===== config.mk =====
export PLATFORM = sky130hd
export DESIGN_NAME = regfile_mp
export DESIGN_NICKNAME = d
export VERILOG_FILES = /design/src/rtl/core_pkg.sv /design/src/rtl/rf_read_port.sv /design/src/rtl/regfile_mp.sv
export SDC_FILE = /design/constraint.sdc
export NUM_CORES = 2
export LEC_CHECK = 0
export BUFFER_PORTS_ARGS = -buffer_cell sky130_fd_sc_hd__buf_2
export CORE_ASPECT_RATIO = 1.1
export CORE_MARGIN = 2
export CORE_UTILIZATION = 52
export DETAILED_ROUTE_END_ITERATION = 16
export PLACE_DENSITY = 0.67
export SLEW_MARGIN = 5
export SYNTH_ARGS = -nofsm -noshare
export SYNTH_HDL_FRONTEND = slang
export SYNTH_SLANG_ARGS = --single-unit
export TNS_END_PERCENT = 1

===== constraint.sdc =====
create_clock -name clk_i -period 3.5 [get_ports clk_i]
set_clock_uncertainty 0.1 [all_clocks]
set_input_delay 0.525 -clock clk_i [delete_from_list [all_inputs] [get_ports clk_i]]
set_output_delay 0.525 -clock clk_i [all_outputs]
set_load 0.03 [all_outputs]

===== src/rtl/core_pkg.sv =====
// Shared register-file defaults and the architectural register address type.
package core_pkg;
  localparam int XLEN_DEF = 32;
  localparam int NREG_DEF = 32;
  localparam int AW_DEF   = $clog2(NREG_DEF);

  typedef logic [AW_DEF-1:0] reg_addr_t;
endpackage


===== src/rtl/rf_read_port.sv =====
// One read port: array mux, same-cycle write bypass, zero-register force and scoreboard lookup.
module rf_read_port #(
  parameter int XLEN   = 32,
  parameter int NREG   = 32,
  parameter int BYPASS = 1,
  localparam int AW    = $clog2(NREG)
) (
  input  logic [NREG-1:0][XLEN-1:0] mem,
  input  logic [NREG-1:0]           busy,
  input  logic [AW-1:0]             rs,
  input  logic                      we,
  input  logic [AW-1:0]             rd,
  input  logic [XLEN-1:0]           wd,
  input  logic                      reserve,
  input  logic [AW-1:0]             reserve_rd,
  output logic [XLEN-1:0]           operand,
  output logic                      busy_rd
);

  logic rs_zero;
  logic hit;

  assign rs_zero = (rs == '0);
  assign hit     = (BYPASS != 0) && we && (rd == rs) && !rs_zero;

  always_comb begin
    operand = mem[rs];
    busy_rd = busy[rs];
    if (rs_zero) begin
      operand = '0;
      busy_rd = 1'b0;
    end else if (hit) begin
      // A bypassed write retires the old producer unless a new one reserves it now.
      operand = wd;
      busy_rd = reserve && (reserve_rd == rs);
    end
  end

endmodule


===== src/rtl/regfile_mp.sv =====
// Multi-port register file with write bypass and a pending-write scoreboard.
module regfile_mp
  import core_pkg::*;
#(
  parameter int XLEN   = XLEN_DEF,
  parameter int NREG   = NREG_DEF,
  parameter int NRD    = 2,
  parameter int BYPASS = 1,
  localparam int AW    = $clog2(NREG)
) (
  input  logic                      clk_i,
  input  logic                      reset_i,
  input  logic                      regwrite_i,
  input  logic [AW-1:0]             rd_i,
  input  logic [XLEN-1:0]           wd_i,
  input  logic                      reserve_i,
  input  logic [AW-1:0]             reserve_rd_i,
  input  logic [NRD-1:0][AW-1:0]    rs_i,
  output logic [NRD-1:0][XLEN-1:0]  operand_o,
  output logic [NRD-1:0]            busy_o,
  output logic                      busy_any_o
);

  logic [NREG-1:0][XLEN-1:0] mem_q;
  logic [NREG-1:0]           busy_q;
  logic                      we;
  logic                      res;

  // Reset masks both update requests so the bypass path also ignores them.
  assign we  = regwrite_i && !reset_i && (rd_i != '0);
  assign res = reserve_i && !reset_i && (reserve_rd_i != '0);

  always_ff @(posedge clk_i) begin
    if (reset_i) begin
      mem_q  <= '0;
      busy_q <= '0;
    end else begin
      if (we) begin
        mem_q[rd_i]  <= wd_i;
        busy_q[rd_i] <= 1'b0;
      end
      if (res) begin
        busy_q[reserve_rd_i] <= 1'b1;
      end
    end
  end

  assign busy_any_o = |busy_q;

  for (genvar p = 0; p < NRD; p++) begin : g_rd
    rf_read_port #(
      .XLEN   (XLEN),
      .NREG   (NREG),
      .BYPASS (BYPASS)
    ) u_port (
      .mem        (mem_q),
      .busy       (busy_q),
      .rs         (rs_i[p]),
      .we         (we),
      .rd         (rd_i),
      .wd         (wd_i),
      .reserve    (res),
      .reserve_rd (reserve_rd_i),
      .operand    (operand_o[p]),
      .busy_rd    (busy_o[p])
    );
  end

endmodule


==> impl_metrics.yaml <==
sta:
  max_freq_mhz: 281
  timing.final.ws_setup_ns: -0.0606
  period_share_pct: 102
  tightestPinTransition_ns: 1.12
  fin_hold_ws_ns: 0.136
  timing_max_transition_violations_final: 0
  final-hold-violation-count: 0
  setup_viol_count_final: 4
  finalWorstPathRequiredPeriod_ns: 3.56
  relSlewSlack_pct: 25.6
  grt_setup_unrepaired: "true"
clock_tree:
  root_buffer: "clkbuf_16"
  cts_made_buffers: 116
  ctsHtreeMaxLevel: 3
  clkSinkCount: 1056
  max-clock-path-buffers: 3
  clkLatencyLatePin_ns: 0.72
  cts_tree: "done"
  path_clk_slew_ns: 0.06
floorplanning:
  starting_density_of_the_core_pct: 52.3
  rows: 125
  design.die.area_um2: 109000
  ioPinCount: 123
  die_h_um: 346
  horizontal_die_dimension_um: 315
  core_region_area_um2: 105000
layout:
  nets: 6275
  area.growth.synth_to_final_pct: 15.3
  layout.cells.non_filler: 7719
  post_route_cells_drive_above_1_share_pct: 23.0
yosys:
  synthArstFlopShare_pct: 0
  synthDistinctLibCells: 52
  synth-seq-cells: 1056
  synthMostInstantiatedCell: "nand2_1"
  synth_area_leaders: "dfxtp_1 38%, mux4_2 16%, nand2_1 9.4%, a21oi_1 7.3%, mux2i_1 5.6%"
  postSynthCellCount: 6227
  synth_area_um2: 55200
  synth-edff-count: 0
  synth_flop_cell: "dfxtp_1"
  yosys_warnings: 0
  yosysTopAreaCell: "dfxtp_1"
  seq_area_frac_synth_pct: 38.3
  post_synth_most_frequent_cells: "1,385 x nand2_1, 1,056 x dfxtp_1, 808 x a21oi_1"
  mappedNetlistNets: 6283
  syn-mean-instance-area_um2: 8.86
  netlist.area_leader.share_pct: 38.3
global_route:
  largest_net_degree_at_the_start_of_global_routing: 227
  grt_pass1_wl_mm: 320
  first_global_vias: 49700
  antenna_found_initial: 11
  groute.usage.overall_pct: 39.0
  global_route.overflow_total: 0
outcome:
  violated_checks: "negative setup slack"
  status: "finished with violations"
pwr:
  worst_ir_drop_vdd_uv: 444
  pwr_density_cell_nw_per_um2: 443
  power.leakage_nw: 21.8
  fin_total_pwr_w: 0.0282
routing:
  drt_pre_antenna_iters: 8
  routedWlPerCell_um: 28.3
  num_vias: 51800
  drt-total-wl_mm: 218
  remaining_drc_errors: 0
  detail_route.vias_per_cell: 6.71
  drtIter0Drc: 7194
  antenna_left: 0
worst_setup_path:
  ff2ff_path_depth: 3
  critical_path_at_ns: 2.94
  critical_setup_path_kind: "in2out"
  reg2reg_setup_slack_ns: 2.47
  start_kind: "input pin"
  critical_path_peak_fanout: 20
  rr_startpoint: "busy_q[15]"
  timing.rr.end: "busy_q[15]"
  critical_path.endpoint_type: "output pin"
  critical_path_required_ns: 2.87
run:
  max-cap-violations: 0
worst_hold_path:
  hold_path_startpoint: "wd_i[0]"
  whs_endpoint: "mem_q[224]"
  whs_path_depth: 3
  timing.hold.worst.class: "in2reg"
place:
  dp_cells: 7497
  io_buffers: 122
  place_congestion: 0.991
  hpwlAfterDp_mm: 135
-- how the worst max path moves through the flow --
stage | startpoint | slack [ns] | cells past startpoint | to
global route | rs_i[5] | -0.07 | 10 | operand_o[41]
global placement | rs_i[0] | -0.37 | 10 | operand_o[17]
CTS | rs_i[0] | 0.002 | 10 | operand_o[7]
floorplan | rs_i[7] | 0.28 | 9 | operand_o[32]
finish | rs_i[0] | -0.06 | 11 | operand_o[29]
detailed placement | rs_i[0] | -0.34 | 10 | operand_o[17]
-- where the power goes --
group	total [W]	internal (W)	switching (W)
Clock	0.0130	0.00772	0.00523
Combinational	0.00314	0.00104	0.00210
Sequential	0.0121	0.0121	0.0000394
Total	0.0282	0.0208	0.00737
-- routing by layer --
metal / wire length, um / share of wire, % / GRT usage (%)
met4: 17900 / 8.2 / 25.7
met2: 92600 / 42 / 57.4
met1: 77400 / 35 / 49.9
met3: 30400 / 14 / 11.3
met5: 63 / 0.029 / 0
-- registers in the layout, indices dropped and copies added (netlist names) --
name    flops
mem_q    1024
busy_q     32
-- through the flow --
step / setup WS [ns] / TNS, ns / area [um^2] / util [%]
6_report: -0.0606 / -0.121 / 63600 / 60.3
5_1_grt: -0.0650 / -0.419 / 63600 / 60.3
4_1_cts: 0.00152 / 0 / 63500 / 60.2
3_5_place_dp: -0.340 / -1.33 / 59400 / 56.3
3_3_place_gp: -0.370 / -1.34 / 59400 / 56.3
2_1_floorplan: 0.279 / 0 / 55200 / -
-- layout by cell type (no fill, tap or decap), types with 45 or more instances in the layout --
cell type,synthesis,layout
nand2_1,1385,1362
dfxtp_1,1056,1056
a21oi_1,808,808
nor2_1,428,409
mux4_2,400,400
buf_4,64,355
mux2i_1,307,307
nand3_1,296,296
mux2_2,194,194
nor3_1,208,190
clkbuf_16,0,119
buf_2,145,112
o22ai_1,108,107
buf_12,0,95
o221ai_1,64,64
a211oi_1,51,45
-- cells by family after synthesis --
family | synth area share [%]
DFF | 38.3
and+or+nand+nor | 18.4
buffers and inverters | 5.70
muxes | 25.9
AOI/OAI and AO/OA | 11.4
xor gates and xnor gates | 0.317
-- worst max-delay path, cell delays in order --
cell	delay (ns)
buf_8	0.26
buf_12	0.29
buf_12	0.18
mux2_2	0.33
o221ai_1	0.23
nor3_1	0.11
buf_4	0.15
nor3_2	0.39
buf_4	0.19
nor3_1	0.04
buf_2	0.19
-- what timing repair did --
action,4_1_cts,5_1_grt
resized for setup,14,18
hold buffers,1,0
gates cloned,0,0
setup endpoints to repair,12,32
buffers inserted,0,0
hold endpoints to repair,5,0
-- cell type report --
type                            count  area (um^2)
Inverter                           16         60.1
Fill cell                        8840        41800
Antenna cell                        8         20.0
Clock buffer                      172         3490
Timing Repair Buffer              571         5270
Tap cell                         1397         1750
Sequential cell                  1056        21100
Clock inverter                     41          523
Multi-Input combinational cell   4458        31300
Note: power is estimated with default switching activity, not from simulation.
